## config.mk

```make
export PLATFORM = sky130hd
export DESIGN_NAME = baud_detect
export DESIGN_NICKNAME = d
export VERILOG_FILES = /design/src/rtl/baud_detect_pkg.sv /design/src/rtl/bit_sync.sv /design/src/rtl/baud_detect.sv
export SDC_FILE = /design/constraint.sdc
export NUM_CORES = 1
export LEC_CHECK = 0
export CAP_MARGIN = 40
export CORE_ASPECT_RATIO = 0.9
export CORE_MARGIN = 4
export CORE_UTILIZATION = 46
export CTS_CLUSTER_SIZE = 28
export DETAILED_ROUTE_END_ITERATION = 10
export GPL_ROUTABILITY_DRIVEN = 0
export PLACE_DENSITY = 0.66
export SKIP_CTS_REPAIR_TIMING = 1
export SYNTH_ARGS = -nofsm -noshare
export SYNTH_HDL_FRONTEND = slang
export SYNTH_SLANG_ARGS = --single-unit
```

## constraint.sdc

```tcl
create_clock -name clk -period 5.3 [get_ports clk]
set_input_delay 1.06 -clock clk [delete_from_list [all_inputs] [get_ports clk]]
set_output_delay 1.06 -clock clk [all_outputs]
set_load 0.01 [all_outputs]
```

## src/rtl/baud_detect_pkg.sv

```systemverilog
// Shared types and constants for the auto-baud detector.
package baud_detect_pkg;
  typedef enum logic [1:0] {
    IDLE      = 2'd0,
    WAIT_IDLE = 2'd1,
    WAIT_FALL = 2'd2,
    MEASURE   = 2'd3
  } state_t;

  localparam int MIN_PERIOD = 4;
endpackage

```

## src/rtl/bit_sync.sv

```systemverilog
// Multi-flop synchronizer for an asynchronous level; resets to 1 (idle line).
module bit_sync #(
  parameter int SYNC_STAGES = 2
) (
  input  logic clk,
  input  logic rst,
  input  logic d,
  output logic q
);
  logic [SYNC_STAGES-1:0] sync_pipe;

  always_ff @(posedge clk) begin
    if (rst) sync_pipe <= '1;
    else     sync_pipe <= {sync_pipe[SYNC_STAGES-2:0], d};
  end

  assign q = sync_pipe[SYNC_STAGES-1];
endmodule

```

## src/rtl/baud_detect.sv

```systemverilog
// Auto-baud detector: times the start-bit low period and converts it to a clk_div divisor.
module baud_detect
  import baud_detect_pkg::*;
#(
  parameter int CLK_CNT_WIDTH = 16,
  parameter int SYNC_STAGES   = 2
) (
  input  logic                     clk,
  input  logic                     rst,
  input  logic                     start,
  input  logic                     rx,
  output logic [CLK_CNT_WIDTH-1:0] div,
  output logic                     div_valid,
  output logic                     err,
  output logic                     busy
);
  localparam int CW = CLK_CNT_WIDTH + 1;

  state_t        state;
  logic [CW-1:0] cnt;
  logic          rx_s;
  logic [CW:0]   half;
  logic [CW:0]   div_next;

  bit_sync #(.SYNC_STAGES(SYNC_STAGES)) u_sync (
    .clk (clk),
    .rst (rst),
    .d   (rx),
    .q   (rx_s)
  );

  // Half period rounded to nearest (ties up); one extra bit so T+1 cannot wrap.
  assign half     = ({1'b0, cnt} + (CW+1)'(1)) >> 1;
  assign div_next = half - (CW+1)'(1);
  assign busy     = (state != IDLE);

  always_ff @(posedge clk) begin
    if (rst) begin
      state     <= IDLE;
      cnt       <= '0;
      div       <= '0;
      div_valid <= 1'b0;
      err       <= 1'b0;
    end else begin
      div_valid <= 1'b0;
      err       <= 1'b0;
      case (state)
        IDLE:      if (start) state <= WAIT_IDLE;
        WAIT_IDLE: if (rx_s)  state <= WAIT_FALL;
        WAIT_FALL: begin
          if (!rx_s) begin
            cnt   <= CW'(1);
            state <= MEASURE;
          end
        end
        MEASURE: begin
          if (!rx_s) begin
            if (&cnt) begin
              err   <= 1'b1;
              state <= IDLE;
            end else begin
              cnt <= cnt + CW'(1);
            end
          end else begin
            if (cnt < CW'(MIN_PERIOD)) begin
              err <= 1'b1;
            end else begin
              div       <= div_next[CLK_CNT_WIDTH-1:0];
              div_valid <= 1'b1;
            end
            state <= IDLE;
          end
        end
        default: state <= IDLE;
      endcase
    end
  end
endmodule
```

==> impl_metrics.ini, run 1 <==
[power_and_ir_drop]
power.total_mw = 0.670
p_per_area_mw_per_mm2 = 244
power.leakage_nw = 0.996
irDropWorstVdd_mv = 0.142

[hold_path]
hold_depth = 1
hold_path_class = reg -> reg
whs_endpoint = u_sync.sync_pipe[1]
hold_start = u_sync.sync_pipe[0]

[synthesis]
synth_nets = 299
synth.area.mux_share_pct = 2.51
synth_seq_cells = 39
synth_edf_count = 0
synth_area_per_cell_um2 = 8.34
synth_compound_area_share_pct = 19.4
synth_seq_area_share_pct = 32.6
ys_warn_count = 0
async_flop_share_pct = 0
synth_area_mm2 = 0.00239
synth-simple-area-share_pct = 25.6
synth_flop_cell = dfxtp_1
synth_fa_ha_area_share_pct = 4.18
synth_cell_types = 54
synth_xor_area_share_pct = 9.47
syn_inst = 287
synth_top_family_by_area = simple AND/OR/NAND/NOR gates

[run]
drv_cap = 0

[grt]
grt_start_max_net_pins = 19
grt_pass1_wl_um = 9630
antenna_found_initial = 0
track_usage_pct = 18.1
overflow = 0
first_global_vias = 1981

[routing]
wirelength_um = 5730
vias = 2129
wire_per_inst_um = 15.7
post_drt_via_cell_ratio = 5.85
drt_iter0_drc = 159
first_pass_iters = 4
remaining_drc_errors = 0
ant_nets = 0

[critical_path]
start_kind = flip-flop
reg2reg_to = cnt[4]
reg2reg_depth = 10
required_ns = 5.50
r2r-start = cnt[0]
worstSetupPathType = reg -> reg
worstPathArrival_ns = 3.57
end_kind = flip-flop
rrSetupSlack_ns = 1.93
worstPathMaxFanout = 11

[floorplan]
pin_count = 23
placementRows = 24
core_area_mm2 = 0.00492
die_area_mm2 = 0.00642
initial_utilization_pct = 48.6
fp.dieH_um = 76.4
die_x_um = 84.0

[timing]
period_needed_ns = 3.37
slew_headroom_pct = 48.5
hold_viol_final = 0
finClkSkew_ns = 0.00451
fin_crit_sh_pct = 63.5
drv_slew = 0
rsz0062_at_grt = no
setup_viol = 0
tightest_slew_ns = 0.768
fin_tns_setup_ns = 0
max_freq_ghz = 0.297

[cells_and_area]
final_nets = 310
multiInputGateArea_mm2 = 0.00146
diodes = 0
drive_above_1_share_pct = 8.70
final-seq-area_um2 = 781
nFillCells = 478
area_growth_pct = 14.7

[cts]
cts_buffers = 5
htreeDepth = 2
insertion_delay_ns = 0.29
root_buffer = clkbuf_8
cts_buffer_depth = 2
clk_pin_slew_worst_paths_ns = 0.08
cts_tree = done
cts_sinks = 39

[placement]
dp.final_hpwl_um = 4040
port_buffers = 22

[status]
outcome = complete, no violations
==> state kept, by name, indices dropped and copies added (netlist names) <==
name	flops
u_sync.sync_pipe	2
state	2
err	1
cnt	17
div_valid	1
div	16
==> cell usage after synthesis, drive strengths merged (5+ instances only) <==
library cell / number / area share, %
clkbuf: 11 / 1.7
or3: 5 / 1.3
a21oi: 13 / 2.7
nand4: 11 / 3.1
dfxtp: 39 / 33
nor2: 28 / 4.5
nand3: 11 / 2.7
ha: 8 / 4.2
a211oi: 7 / 2.6
nor3: 6 / 1.3
nor4: 7 / 1.8
inv: 14 / 2.2
o21ai: 13 / 2.9
xor2: 9 / 3.3
nand2: 17 / 2.7
buf: 10 / 2.3
mux2i: 6 / 2.5
nand2b: 5 / 1.3
xnor2: 16 / 6.2
==> where the power goes <==
part	internal, mW	switching, mW	total [mW]	leakage (nW)
clock	0.152	0.106	0.259	0.0612
combinational	0.0455	0.0561	0.102	0.620
sequential	0.301	0.00816	0.309	0.315
==> worst max-delay path, stage by stage (launching register included) <==
cell	delay [ns]
dfxtp_1	0.53
ha_1	0.45
nand3_2	0.21
or2_2	0.39
nor2_1	0.21
and4_1	0.23
ha_1	0.21
a211oi_1	0.19
nor2_1	0.55
o21ai_0	0.20
o31ai_1	0.09
==> cell type report <==
| type | instances | share of cell area, % |
|---|---|---|
| multi-input combinational | 213 | 53.3 |
| sequential | 39 | 28.4 |
| timing repair buffer | 25 | 9.12 |
| clock buffer | 6 | 3.01 |
| tap | 65 | 2.96 |
| inverter | 14 | 1.91 |
| clock inverter | 2 | 1.28 |
==> cells by family (layout without fill, tap and decap cells) <==
kind of cell / count (synthesis) / after routing
xor+xnor: 25 / 25
flops: 39 / 39
simple gates: 112 / 112
buf+inv: 35 / 47
mux: 6 / 6
fa+ha+maj: 8 / 8
compound gates: 62 / 62
==> worst max-delay path by stage <==
stage          cells past startpoint    from  endpoint
2_1_floorplan                     13  cnt[0]   cnt[10]
3_3_place_gp                       7     rst    cnt[5]
4_1_cts                           10  cnt[0]    cnt[7]
5_1_grt                           10  cnt[0]    cnt[4]
3_5_place_dp                      10  cnt[0]    cnt[7]
6_report                          10  cnt[0]    cnt[4]
==> stage by stage <==
stage	worst slack [ns]	hold WS [ns]	utilization, %	std cells	instance area, µm²
2_1_floorplan	2.65	0.389	-	287	2390
3_3_place_gp	2.08	0.396	53.0	355	2610
3_5_place_dp	2.00	0.400	53.4	356	2630
4_1_cts	1.97	0.419	55.7	364	2750
5_1_grt	1.52	0.429	55.7	364	2750
6_report	1.93	0.416	55.7	364	2750
==> metal layers <==
metal / vias to the layer above / global-route usage [%] / share of wire (%) / wire, µm
met2: 56 / 27.5 / 46 / 2650
met5: - / 0 / 0 / 0
met1: 1004 / 25.3 / 46 / 2660
met3: 11 / 4.11 / 5.7 / 324
met4: 0 / 6.11 / 1.7 / 95
li1: 1058 / - / - / -
==> layout by cell type, fill, tap and decap left out, drive strengths merged, types with 8 or more instances in the layout <==
cell type / netlist / final
xor2: 9 / 9
xnor2: 16 / 16
inv: 14 / 14
a21oi: 13 / 13
ha: 8 / 8
dfxtp: 39 / 39
nand2: 17 / 17
clkdlybuf4s50: 0 / 22
nand3: 11 / 11
nand4: 11 / 11
o21ai: 13 / 13
nor2: 28 / 28
No activity file was read; power rests on OpenSTA's default activity.
==> run 2: changes to the inputs <==
--- a/config.mk
+++ b/config.mk
@@ -12,7 +12,7 @@
 export CTS_CLUSTER_SIZE = 28
 export DETAILED_ROUTE_END_ITERATION = 10
 export GPL_ROUTABILITY_DRIVEN = 0
-export PLACE_DENSITY = 0.66
+export PLACE_DENSITY = 0.69
 export SKIP_CTS_REPAIR_TIMING = 1
 export SYNTH_ARGS = -nofsm -noshare
 export SYNTH_HDL_FRONTEND = slang
==> constraint.sdc (replaced) <==
create_clock -name clk -period 2.9 [get_ports clk]
set_input_delay 0.58 -clock clk [delete_from_list [all_inputs] [get_ports clk]]
set_output_delay 0.58 -clock clk [all_outputs]
set_load 0.01 [all_outputs]
==> impl_metrics.ini, run 2 (same netlist as run 1, synthesis figures left out) <==
[floorplan]
die_x_um = 84.0
core_area_mm2 = 0.00492
fp.dieH_um = 76.4
die_area_mm2 = 0.00642
placementRows = 24
initial_utilization_pct = 48.6
pin_count = 23

[hold_path]
whs_endpoint = u_sync.sync_pipe[1]
hold_start = u_sync.sync_pipe[0]
hold_depth = 1
hold_path_class = reg -> reg

[timing]
timing.hold.ws_ns = 0.414
rsz0062_at_grt = no
slew_headroom_pct = 66.1
postLayoutSetupSlackWorst_ns = 0.211
drv_slew = 0
setup_viol = 0
period_needed_ns = 2.69
finClkSkew_ns = 0.00570
tightest_slew_ns = 0.504
fin_tns_setup_ns = 0
hold_viol_final = 0
fin_crit_sh_pct = 92.7
max_freq_ghz = 0.372

[placement]
dp.final_hpwl_um = 4260
port_buffers = 22
dp_slack_ns = 0.165

[power_and_ir_drop]
intPower_mw = 0.917
switching_share_pct = 26.4
p_per_area_mw_per_mm2 = 432
power.total_mw = 1.25
power.leakage_nw = 1.09
p_sw_mw = 0.329
power_frac_comb_pct = 15.7
p_seq_share_pct = 45.4
pwr-share-clk_pct = 38.9
irDropWorstVdd_mv = 0.301

[grt]
first_global_vias = 2098
antenna_found_initial = 0
grt_start_max_net_pins = 22
use_met3_pct = 3.68
grtUsageMet1_pct = 26.8
top_usage_layer = met2
grtUsageMet2_pct = 31.4
overflow = 0
grt_pass1_wl_um = 10300
track_usage_pct = 19.4

[cells_and_area]
drive_above_1_share_pct = 14.8
diodes = 0
fin_util_pct = 58.5
top_regs = cnt: 17 flops, div: 16 flops
layout_commonest_cell = dfxtp_1
final_nets = 329
area_growth_pct = 20.5
largest_register = cnt
mostFrequentLayoutCells = dfxtp_1 (37), nor2_1 (27), clkdlybuf4s50_1 (22), buf_4 (22), nand2_1 (17)
largest_reg_flops = 17

[critical_path]
slowest_delay_ns = 0.43
rrSetupSlack_ns = 0.21
critPathBufInv = 0
required_ns = 3.11
worstPathArrival_ns = 2.90
end_kind = flip-flop
worstPathCellList = ha_1, nand3_2, or2_2, nor2_1, and4_1, ha_1, nor3b_1, a221oi_1, nand2_1, a221oi_1
r2r-start = cnt[0]
worstSetupPathType = reg -> reg
start_kind = flip-flop
worstPathMaxFanout = 11
cp_slowest_cell = dfxtp_2
crit_family = simple AND/OR/NAND/NOR gates
reg2reg_to = state[0]
reg2reg_depth = 10

[cts]
clk_pin_slew_worst_paths_ns = 0.08
cts_buffer_depth = 2
cts_buffers = 5
root_buffer = clkbuf_8
cts_tree = done
insertion_delay_ns = 0.30
htreeDepth = 2
cts_sinks = 39

[routing]
wirelength_um = 5900
remaining_drc_errors = 0
ant_nets = 0
first_pass_iters = 4
wire_per_inst_um = 15.4
drt_iter0_drc = 138
post_drt_via_cell_ratio = 5.73
vias = 2194

[run]
drv_cap = 0

[status]
outcome = complete, no violations
==> run 2: layout make-up <==
type	count	area, µm²
Fill cell	461	2040
Sequential cell	39	783
Multi-Input combinational cell	213	1460
Tap cell	65	81.3
Clock buffer	6	82.6
Timing Repair Buffer	44	385
Clock inverter	2	35.0
Inverter	14	52.6
==> run 2: power groups by stage <==
stage / Sequential [mW] / Clock, mW / Combinational (mW)
CTS: 0.565 / 0.488 / 0.196
global route: 0.568 / 0.505 / 0.219
global placement: 0.578 / 0 / 0.189
floorplan: 0.573 / 0 / 0.132
finish: 0.565 / 0.484 / 0.196
detailed placement: 0.578 / 0 / 0.194
==> run 2: routing by layer <==
metal / share of wire, % / up-vias
met2: 45 / 65
met1: 47 / 1020
met4: 1.2 / 0
li1: - / 1101
met3: 6.5 / 8
met5: 0 / -
==> run 2: per-stage QoR <==
step,area (µm²),instances
6_report,2880,383
5_1_grt,2880,383
2_1_floorplan,2390,287
4_1_cts,2880,383
3_5_place_dp,2760,375
3_3_place_gp,2760,375
==> run 2: worst max path at each step <==
stage	start	to	slack (ns)	depth (start not counted)
floorplan	cnt[0]	cnt[10]	0.25	13
global placement	cnt[0]	div[15]	0.25	9
detailed placement	cnt[0]	state[0]	0.17	10
CTS	cnt[0]	state[0]	0.12	10
global route	cnt[0]	state[0]	0.02	10
finish	cnt[0]	state[0]	0.21	10
